--- src/rtl/encoder_input_filter.sv ---
// Quadrature front end: synchronizes raw A/B/Z pins, applies a programmable
// stable-time glitch filter and counts illegal (simultaneous) A/B transitions.
//
// state      | meaning
// -----------+----------------------------------------------------------
// ST_SETTLE  | filters filling after reset; illegal detection disabled
// ST_RUN     | normal operation; illegal A/B transitions are counted
module encoder_input_filter #(
    parameter int SYNC_STAGES = 2,
    parameter int FILT_BITS   = 8,
    parameter int ERR_BITS    = 16
) (
    input  logic                 clk,
    input  logic                 rst_n,
    input  logic                 A_in,
    input  logic                 B_in,
    input  logic                 Z_in,
    input  logic [FILT_BITS-1:0] filter_len,
    input  logic                 err_clear,
    output logic                 A,
    output logic                 B,
    output logic                 Z,
    output logic [ERR_BITS-1:0]  illegal_count,
    output logic                 illegal_flag
);

    localparam int NCH = 3;
    localparam logic [FILT_BITS+1:0] SYNC_W  = (FILT_BITS+2)'(SYNC_STAGES);
    localparam logic [ERR_BITS-1:0]  ERR_MAX = '1;

    typedef enum logic {
        ST_SETTLE = 1'b0,
        ST_RUN    = 1'b1
    } state_t;

    logic [NCH-1:0]         raw;
    logic [SYNC_STAGES-1:0] sync_q [NCH];
    logic [NCH-1:0]         sync_lvl;
    logic [NCH-1:0]         out_q, out_d;
    logic [FILT_BITS-1:0]   cnt_q [NCH];
    logic [FILT_BITS-1:0]   cnt_d [NCH];
    logic [FILT_BITS:0]     n_eff;

    state_t                 state_q, state_d;
    logic [FILT_BITS+1:0]   settle_q, settle_d;
    logic [FILT_BITS+1:0]   settle_target;

    logic                   illegal_evt;
    logic [ERR_BITS-1:0]    count_q, count_d;
    logic                   flag_q, flag_d;

    assign raw   = {Z_in, B_in, A_in};
    // A zero length behaves as a one-cycle filter.
    assign n_eff = (filter_len == '0) ? (FILT_BITS+1)'(1) : {1'b0, filter_len};

    always_comb begin
        for (int i = 0; i < NCH; i++) begin
            sync_lvl[i] = sync_q[i][SYNC_STAGES-1];
            out_d[i]    = out_q[i];
            cnt_d[i]    = '0;
            if (sync_lvl[i] != out_q[i]) begin
                if (({1'b0, cnt_q[i]} + (FILT_BITS+1)'(1)) >= n_eff) begin
                    out_d[i] = sync_lvl[i];
                end else begin
                    cnt_d[i] = cnt_q[i] + FILT_BITS'(1);
                end
            end
        end
    end

    assign settle_target = SYNC_W + {1'b0, n_eff} + (FILT_BITS+2)'(1);

    always_comb begin
        state_d  = state_q;
        settle_d = settle_q;
        case (state_q)
            ST_SETTLE: begin
                settle_d = settle_q + (FILT_BITS+2)'(1);
                if (settle_d >= settle_target) begin
                    state_d = ST_RUN;
                end
            end
            ST_RUN: begin
                state_d = ST_RUN;
            end
            default: begin
                state_d = ST_SETTLE;
            end
        endcase
    end

    assign illegal_evt = (state_q == ST_RUN) &&
                         (out_d[0] != out_q[0]) && (out_d[1] != out_q[1]);

    // An illegal event in the same cycle as err_clear takes priority.
    always_comb begin
        count_d = count_q;
        flag_d  = flag_q;
        if (illegal_evt) begin
            flag_d = 1'b1;
            if (err_clear) begin
                count_d = ERR_BITS'(1);
            end else if (count_q != ERR_MAX) begin
                count_d = count_q + ERR_BITS'(1);
            end
        end else if (err_clear) begin
            count_d = '0;
            flag_d  = 1'b0;
        end
    end

    always_ff @(posedge clk) begin
        if (!rst_n) begin
            for (int i = 0; i < NCH; i++) begin
                sync_q[i] <= '0;
                cnt_q[i]  <= '0;
            end
            out_q    <= '0;
            state_q  <= ST_SETTLE;
            settle_q <= '0;
            count_q  <= '0;
            flag_q   <= 1'b0;
        end else begin
            for (int i = 0; i < NCH; i++) begin
                sync_q[i] <= {sync_q[i][SYNC_STAGES-2:0], raw[i]};
                cnt_q[i]  <= cnt_d[i];
            end
            out_q    <= out_d;
            state_q  <= state_d;
            settle_q <= settle_d;
            count_q  <= count_d;
            flag_q   <= flag_d;
        end
    end

    assign A             = out_q[0];
    assign B             = out_q[1];
    assign Z             = out_q[2];
    assign illegal_count = count_q;
    assign illegal_flag  = flag_q;

endmodule

--- config.mk ---
export PLATFORM = sky130hd
export DESIGN_NAME = encoder_input_filter
export DESIGN_NICKNAME = d
export VERILOG_FILES = /design/src/rtl/encoder_input_filter.sv
export SDC_FILE = /design/constraint.sdc
export NUM_CORES = 1
export LEC_CHECK = 0
export CAP_MARGIN = 20
export CORE_UTILIZATION = 58
export CTS_CLUSTER_SIZE = 24
export DETAILED_ROUTE_END_ITERATION = 10
export PLACE_DENSITY = 0.8
export SLEW_MARGIN = 20
export SYNTH_ARGS = -nofsm -noshare
export SYNTH_HDL_FRONTEND = slang
export SYNTH_SLANG_ARGS = --single-unit
--- constraint.sdc ---
create_clock -name clk -period 3.45 [get_ports clk]
set_input_delay 0.8625 -clock clk [delete_from_list [all_inputs] [get_ports clk]]
set_output_delay 0.8625 -clock clk [all_outputs]
set_load 0.01 [all_outputs]
==> out/qor.csv, run 1 <==
stage,metric,value,unit
status,status,"complete, no violations",
logic_synthesis,synth_top_family_by_area,simple AND/OR/NAND/NOR gates,
logic_synthesis,post_synth_and_or_nand_nor_area_fraction,23.32,%
logic_synthesis,yosysUniqueCellTypes,50,
logic_synthesis,synth_compound_area_share,16.27,%
pwr,power.switching,0.3560,mW
floorplanning,start_util,60.99,%
logic_synthesis,synth_common_cells,"dfxtp_1 (61), ha_1 (39), nand2_1 (26)",
layout,utilization,72.49,%
timing,hold_slack,0.4347,ns
placed_design,place_congestion,0.8574,
timing,report.final.slew_viol_count,0,
worst_setup_path,worstSetupPathType,input port to flop,
timing,timing.fmax,0.3160,GHz
logic_synthesis,synthFlopType,dfxtp_1,
logic_synthesis,synth_top_area_share,33.42,%
pwr,pwr-share-comb,7.8,%
timing,setup_tns,0,ns
timing,clock_skew,0.01339,ns
global_routing,grt_max_degree,29,
cts,post_cts_buffers,0,
cts,h-tree-depth,3,
worst_setup_path,crit_buf_inv,2,
global_routing,grt_pass1_vias,2819,
logic_synthesis,synth_nets,455,
worst_setup_path,max_stage_delay,0.44,ns
pwr,clkPwrFrac,45.8,%
timing,grt_setup_unrepaired,no,
detailed_routing,wirelength,7472,µm
worst_setup_path,r2r-start,cnt_q[0][8],
logic_synthesis,yosys_warnings,0,
pwr,swShare,22.93,%
global_routing,grt_pass1_wl,12500,µm
timing,slew_headroom,54.17,%
pwr,p_per_area,357.5,mW/mm²
placed_design,place_worst_setup_slack,-0.04575,ns
logic_synthesis,ys_async_sr_fraction,0,%
cts,postCtsHoldBufs,0,
pwr,internal_power,1.196,mW
floorplanning,rows,28,
worst_setup_path,critPathLaunchType,input port,
worst_setup_path,crit_family,compound AO/OA/AOI/OAI gates,
cts,path_clk_slew,0.07,ns
cts,cts_sinks,61,
logic_synthesis,synth_area,0.003654,mm²
placed_design,hpwl,5723,µm
cts,ctsResizeCount,0,
pwr,peakVddDrop,0.0003214,V
global_routing,gr-total-overflow,0,
layout,drive_above_1_share,8.830,%
floorplanning,dieHeight,81.37,µm
global_routing,gr-usage-all-layers,25.15,%
logic_synthesis,yosysSeqAreaShare,33.42,%
floorplanning,core_area,0.005991,mm²
cts,cts_tree,built,
worst_setup_path,cp.arrival,3.42,ns
cts,clockRootBuffer,clkbuf_8,
detailed_routing,via_per_inst,5.714,
worst_setup_path,endpoint_kind,flop,
flow_run,maxCapViolCount,0,
logic_synthesis,yosys-mux-area-fraction,1.096,%
logic_synthesis,yosys.area.top_type,dfxtp_1,
detailed_routing,first_pass_iters,4,
placed_design,place.port_buffers,33,
pwr,p_seq_share,46.4,%
layout,n_fill_cell,463,
hold_path,min_path_type,flop to flop,
detailed_routing,drtIter0Drc,121,
detailed_routing,drc,0,
logic_synthesis,syn_inst,402,
worst_setup_path,cp.required,3.71,ns
timing,tightest_slew,0.6868,ns
logic_synthesis,synthAdderAreaFrac,13.36,%
layout,antenna_cells,0,
worst_setup_path,path_cells,clkdlybuf4s50_1 -> nor4_1 -> a21o_1 -> ha_1 -> nand2b_1 -> a211oi_1 -> o211ai_4 -> o211ai_2 -> buf_4 -> o2111ai_1 -> o31ai_1,
cts,clk_latency,0.35,ns
worst_setup_path,startpoint,filter_len[4],
layout,postLayoutCellArea,0.004343,mm²
cts,cts_buffer_depth,2,
detailed_routing,num_vias,3017,
detailed_routing,ant_nets,0,
logic_synthesis,synth.most_common_cell,dfxtp_1,
logic_synthesis,syn_area_per_cell,9.088,µm²
global_routing,antenna_found_initial,0,
detailed_routing,post_drt_wl_per_cell,14.15,µm
logic_synthesis,ys_ff_latch,61,
cts,cts_buffers,9,
timing,period_minus_slack,3.165,ns
layout,fin_nets,501,
pwr,leakage,1.826,nW
logic_synthesis,synth_xor_area_share,9.829,%
floorplanning,dieArea,0.006620,mm²
hold_path,hold_start,sync_q[0][4],
worst_setup_path,crit_path_top_delay_cell,clkdlybuf4s50_1,
worst_setup_path,worst-path-max-fanout,13,
layout,syn_to_final_growth,18.87,%
timing,setup_violations,0,
timing,finalHoldViolations,0,
timing,final.period_utilization,91.74,%
floorplanning,ios,34,
logic_synthesis,synth_edf_count,0,
placed_design,placed_area,0.004119,mm²
logic_synthesis,synth_area_leaders,"dfxtp_1 (33%), ha_1 (13%), xnor2_1 (5.0%)",
timing,fin_ws,0.2851,ns
floorplanning,die_w,81.37,µm
[placed cells by master, fill, tap and decap left out, types with 15 or more instances in the layout]
master and instances:
clkdlybuf4s50_1 33, a21oi_1 16, nand2_1 26, nor2_1 24, nor2b_1 23, xor2_1 20, and2_1 15, dfxtp_1 61
nand3_1 22, xnor2_1 21, ha_1 39
[flip-flops by register name, summed over array words and instances (netlist names)]
register       count
cnt_q             24
illegal_count     16
settle_q          10
sync_q             6
out_q              3
illegal_flag       1
state_q            1
[power groups by stage]
stage | clock network, mW | registers (mW) | logic (mW)
floorplan | 0 | 0.734 | 0.0764
global placement | 0 | 0.736 | 0.118
detailed placement | 0 | 0.737 | 0.121
CTS | 0.725 | 0.721 | 0.122
global route | 0.759 | 0.722 | 0.137
finish | 0.711 | 0.721 | 0.121
[logic make-up after synthesis]
family                   after synthesis
AO/OA/AOI/OAI                         76
XOR/XNOR                              41
adder cells (fa/ha/maj)               39
buffers and inverters                 24
flip-flops                            61
multiplexers                           4
AND/OR/NAND/NOR                      157
[final timing paths]
path	slack, ns	endpoint	depth (start not counted)
worst min register to register	0.43	sync_q[0][5]	1
worst max register to register	0.55	illegal_count[6]	11
worst max-delay path	0.29	illegal_count[0]	11
worst min-delay path	0.43	sync_q[0][5]	1
[metal layers]
metal	share of wire (%)	track usage, %
met5	0	0
met2	48	42.58
met3	2.6	5.281
met4	2.1	11.79
met1	47	30.16
[layout make-up]
type	count	area [µm²]	area share, %
Multi-Input combinational cell	317	2333	53.73
Sequential cell	61	1221	28.12
Tap cell	75	93.84	2.161
Inverter	15	57.56	1.325
Clock buffer	10	137.6	3.169
Clock inverter	6	86.33	1.988
Timing Repair Buffer	44	412.9	9.507
[worst reg2reg max path: cells and delay by family (launching register included)]
family / cells / cell delay, ns
AO/OA/AOI/OAI: 5 / 1.12
AND/OR/NAND/NOR: 3 / 0.56
adder cells (fa/ha/maj): 2 / 0.50
flip-flops: 1 / 0.39
XOR/XNOR: 1 / 0.21
[metrics by stage]
stage	std cells	total power, mW
6_report	528	1.553
3_3_place_gp	512	0.8543
2_1_floorplan	402	0.8106
3_5_place_dp	512	0.8576
5_1_grt	528	1.618
4_1_cts	528	1.568
(Power assumes the default switching activity.)
==> inputs of run 2 (changes only) <==
Settings changed: CTS_CLUSTER_DIAMETER set to 30, GPL_TIMING_DRIVEN set to 0.
==> out/qor.csv, run 2 (same netlist as run 1, synthesis figures left out) <==
stage,metric,value,unit
cts,cts_buffer_depth,2,
worst_setup_path,endpoint_kind,flop,
worst_setup_path,reg2reg_slack,0.49,ns
worst_setup_path,crit_buf_inv,1,
cts,cts_buffers,9,
timing,grt_setup_unrepaired,no,
floorplanning,dieHeight,81.37,µm
worst_setup_path,r2r-start,cnt_q[0][8],
pwr,total_power,1.398,mW
worst_setup_path,r2r_cells,12,
pwr,leakage,1.766,nW
timing,period_minus_slack,3.269,ns
cts,clockRootBuffer,clkbuf_8,
placed_design,placed_area,0.004078,mm²
cts,cts_tree,built,
status,status,"complete, no violations",
layout,utilization,71.01,%
layout,antenna_cells,0,
detailed_routing,wirelength,7913,µm
pwr,peakVddDrop,0.0002516,V
pwr,p_per_area,328.5,mW/mm²
cts,post_cts_buffers,0,
cts,h-tree-depth,3,
global_routing,antenna_found_initial,0,
worst_setup_path,cp.required,3.72,ns
timing,setup_tns,0,ns
cts,postCtsHoldBufs,0,
global_routing,grt_pass1_vias,3011,
detailed_routing,drc,0,
cts,cts_sinks,61,
worst_setup_path,worstSetupPathType,input port to flop,
worst_setup_path,cp.arrival,3.54,ns
flow_run,maxCapViolCount,0,
timing,report.final.slew_viol_count,0,
cts,clk_latency,0.34,ns
detailed_routing,post_drt_wl_per_cell,15.10,µm
detailed_routing,ant_nets,0,
placed_design,hpwl,5857,µm
global_routing,gr-total-overflow,0,
global_routing,grt_max_degree,11,
placed_design,place.port_buffers,33,
detailed_routing,num_vias,3097,
floorplanning,rows,28,
layout,syn_to_final_growth,16.44,%
detailed_routing,first_pass_iters,4,
detailed_routing,via_per_inst,5.910,
detailed_routing,drtIter0Drc,165,
worst_setup_path,path_depth,10,
global_routing,grt_pass1_wl,13280,µm
floorplanning,ios,34,
cts,path_clk_slew,0.07,ns
layout,fin_nets,499,
layout,postLayoutCellArea,0.004254,mm²
timing,setup_violations,0,
hold_path,whs_path_depth,1,
worst_setup_path,crit_path_top_delay_cell,clkdlybuf4s50_1,
floorplanning,dieArea,0.006620,mm²
floorplanning,start_util,60.99,%
floorplanning,core_area,0.005991,mm²
timing,final.period_utilization,94.75,%
hold_path,hold_end,sync_q[0][5],
layout,n_fill_cell,482,
layout,largest-register,cnt_q,
floorplanning,die_w,81.37,µm
layout,final_cell_mix,"dfxtp_1 (61), ha_1 (39), clkdlybuf4s50_1 (33)",
placed_design,place_congestion,0.8765,
layout,drive_above_1_share,6.459,%
timing,clock_skew,0.005247,ns
worst_setup_path,crit_family,simple AND/OR/NAND/NOR gates,
worst_setup_path,critPathLaunchType,input port,
worst_setup_path,path_cells,clkdlybuf4s50_1 -> nor4_1 -> a21o_1 -> ha_1 -> nand4_1 -> nor2_1 -> a311o_1 -> o2111ai_4 -> or4_1 -> a21oi_1,
cts,ctsResizeCount,0,
hold_path,min_path_type,flop to flop,
hold_path,hold_start,sync_q[0][4],
timing,finalHoldViolations,0,
worst_setup_path,worst-path-max-fanout,10,
timing,slew_headroom,60.23,%
worst_setup_path,max_stage_delay,0.50,ns
worst_setup_path,r2r_end,illegal_count[0],
timing,tightest_slew,0.5959,ns
global_routing,gr-usage-all-layers,26.60,%
layout,layout_commonest_cell,dfxtp_1,
layout,largest_reg_flops,24,
timing,timing.fmax,0.3059,GHz
-- run 2: power breakdown --
part	leakage [nW]	internal [mW]	total [mW]	switching (mW)
Combinational	1.18	0.0561	0.125	0.0685
Clock	0.0881	0.290	0.552	0.263
Sequential	0.493	0.713	0.721	0.00747
-- run 2: per-layer routing --
metal | share of wire (%) | track usage, % | routed length, µm
met5 | 0 | 0 | 0
met4 | 2.3 | 13.75 | 184
met3 | 3.2 | 4.719 | 251
met2 | 50 | 45.58 | 3937
met1 | 45 | 31.49 | 3538
-- run 2: area by class of cell --
type                    instances  area (µm²)  share of cell area (%)
clock inverters                 2       10.01                  0.2353
plain buffers                   9       41.29                  0.9706
flip-flops and latches         61        1221                   28.71
inverters                      15       57.56                   1.353
multi-input cells             317        2345                   55.12
clock buffers                  12       155.1                   3.647
repair buffers                 33       330.3                   7.765
well taps                      75       93.84                   2.206
-- run 2: how the worst max path moves through the flow --
stage                        startpoint                end  slack, ns
after floorplan           filter_len[4]   illegal_count[5]       0.67
final                     filter_len[5]  illegal_count[14]       0.18
after global placement    filter_len[4]        cnt_q[0][5]      -0.19
after CTS                 filter_len[5]        cnt_q[0][7]       0.06
after global routing      filter_len[5]   illegal_count[5]       0.02
after detailed placement  filter_len[5]        cnt_q[0][7]      -0.26
-- run 2: through the flow --
stage / worst slack [ns] / hold WS, ns / std cells
floorplan: 0.6698 / 0.4119 / 402
global placement: -0.1858 / 0.4184 / 510
detailed placement: -0.2639 / 0.4306 / 510
CTS: 0.05850 / 0.4453 / 524
global route: 0.01749 / 0.4529 / 524
finish: 0.1810 / 0.4469 / 524
==> inputs of run 3 (changes only) <==
Settings changed: CORE_UTILIZATION 58 to 60, CTS_CLUSTER_SIZE 24 to 10, PLACE_DENSITY 0.8 to 0.83.
Clock period 3.45 ns to 4.1 ns, I/O delays scaled along.
==> out/qor.csv, run 3 (same netlist as run 1, synthesis figures left out) <==
stage,metric,value,unit
placed_design,dp_cells,510,
cts,post_cts_buffers,0,
floorplanning,core_area,0.005886,mm²
flow_run,maxCapViolCount,0,
worst_setup_path,cp.arrival,3.88,ns
detailed_routing,wirelength,7665,µm
floorplanning,ios,34,
detailed_routing,drtIter0Drc,159,
pwr,peakVddDrop,0.0001907,V
global_routing,gr-total-overflow,0,
cts,cts_tree,built,
placed_design,place_congestion,0.8159,
floorplanning,dieHeight,80.04,µm
layout,largest-register,cnt_q,
global_routing,grt_max_degree,11,
layout,syn_to_final_growth,16.64,%
global_routing,gr-usage-all-layers,26.18,%
timing,period_minus_slack,3.614,ns
cts,clk_latency,0.33,ns
timing,tightest_slew,0.6562,ns
cts,h-tree-depth,3,
global_routing,grt_pass1_vias,2843,
hold_path,min_path_type,flop to flop,
worst_setup_path,cp.required,4.36,ns
worst_setup_path,crit_family,compound AO/OA/AOI/OAI gates,
timing,setup_violations,0,
timing,grt_setup_unrepaired,no,
timing,hold_slack,0.4339,ns
layout,largest_reg_flops,24,
timing,timing.fmax,0.2767,GHz
timing,final.period_utilization,88.14,%
detailed_routing,drc,0,
layout,final_cell_mix,"dfxtp_1 (61), ha_1 (39), clkdlybuf4s50_1 (33)",
worst_setup_path,critPathLaunchType,input port,
worst_setup_path,worst-path-max-fanout,8,
detailed_routing,ant_nets,0,
layout,utilization,72.41,%
timing,clock_skew,0.009154,ns
worst_setup_path,max_stage_delay,0.50,ns
global_routing,antenna_found_initial,0,
worst_setup_path,crit_path_top_delay_cell,a211oi_1,
layout,fin_nets,499,
cts,cts_buffers,9,
global_routing,grt_pass1_wl,12850,µm
placed_design,place.port_buffers,33,
cts,cts_buffer_depth,2,
layout,antenna_cells,0,
pwr,leakage,1.773,nW
cts,postCtsHoldBufs,0,
detailed_routing,first_pass_iters,4,
floorplanning,die_w,80.04,µm
layout,layout_commonest_cell,dfxtp_1,
cts,cts_sinks,61,
detailed_routing,num_vias,3036,
worst_setup_path,path_cells,clkdlybuf4s50_1 -> nor4_1 -> a21o_1 -> ha_1 -> nand2b_1 -> a211oi_1 -> o211a_2 -> nand3_1 -> nor2b_1,
timing,finalHoldViolations,0,
cts,path_clk_slew,0.07,ns
timing,setup_tns,0,ns
status,status,"complete, no violations",
layout,drive_above_1_share,6.236,%
cts,ctsResizeCount,0,
pwr,p_per_area,284.2,mW/mm²
detailed_routing,via_per_inst,5.794,
floorplanning,dieArea,0.006406,mm²
worst_setup_path,worstSetupPathType,input port to flop,
cts,clockRootBuffer,clkbuf_8,
worst_setup_path,crit_buf_inv,1,
floorplanning,rows,28,
timing,slew_headroom,56.21,%
layout,stdcell_count,524,
floorplanning,start_util,62.07,%
timing,report.final.slew_viol_count,0,
worst_setup_path,endpoint_kind,flop,
placed_design,hpwl,5802,µm
detailed_routing,post_drt_wl_per_cell,14.63,µm
## run 3: stage by stage
stage	total power, mW	setup slack, ns	cell area (µm²)
2_1_floorplan	0.6821	1.157	3654
3_3_place_gp	0.7139	0.2141	4078
4_1_cts	1.213	0.5135	4262
6_report	1.211	0.4861	4262
5_1_grt	1.254	0.3492	4262
3_5_place_dp	0.7187	0.1898	4078
## run 3: cell type report
cell class                      instances  area (µm²)
Buffer                                  9       41.29
Clock buffer                           13       178.9
Clock inverter                          1       5.005
Fill cell                             460        1624
Inverter                               15       57.56
Multi-Input combinational cell        317        2333
Sequential cell                        61        1221
Tap cell                               75       93.84
Timing Repair Buffer                   33       330.3
## run 3: path summary, 6_finish.rpt
check / slack [ns] / startpoint / cells past startpoint / to
setup / recovery: 0.49 / filter_len[4] / 9 / cnt_q[0][6]
hold reg to reg: 0.43 / sync_q[0][4] / 1 / sync_q[0][5]
hold / removal: 0.43 / sync_q[0][4] / 1 / sync_q[0][5]
setup reg to reg: 1.05 / cnt_q[0][8] / 11 / cnt_q[0][11]
## run 3: worst reg2reg max path: stages (launching register included)
cell and delay (ns):
dfxtp_1 0.39, ha_1 0.22, and3_1 0.27, nand3_1 0.12, xnor2_1 0.27, ha_1 0.33
a211oi_1 0.23, o211ai_1 0.15, o221a_2 0.34, nor2_1 0.16, nand3_1 0.29, nor2b_1 0.22
## run 3: metal layers
metal	global-route usage (%)	wire length, µm	up-vias	share of wire, %
met3	4.343	253	10	3.3
met4	10.36	83	0	1.1
met2	43.08	3632	57	47
met1	34.02	3695	1436	48
met5	0	0	-	0
li1	-	-	1533	-
## run 3: where the power goes
part           leakage [nW]  switching [mW]  internal [mW]
Clock                0.0974           0.227          0.278
Sequential            0.493         0.00591          0.600
Combinational          1.18          0.0543         0.0460
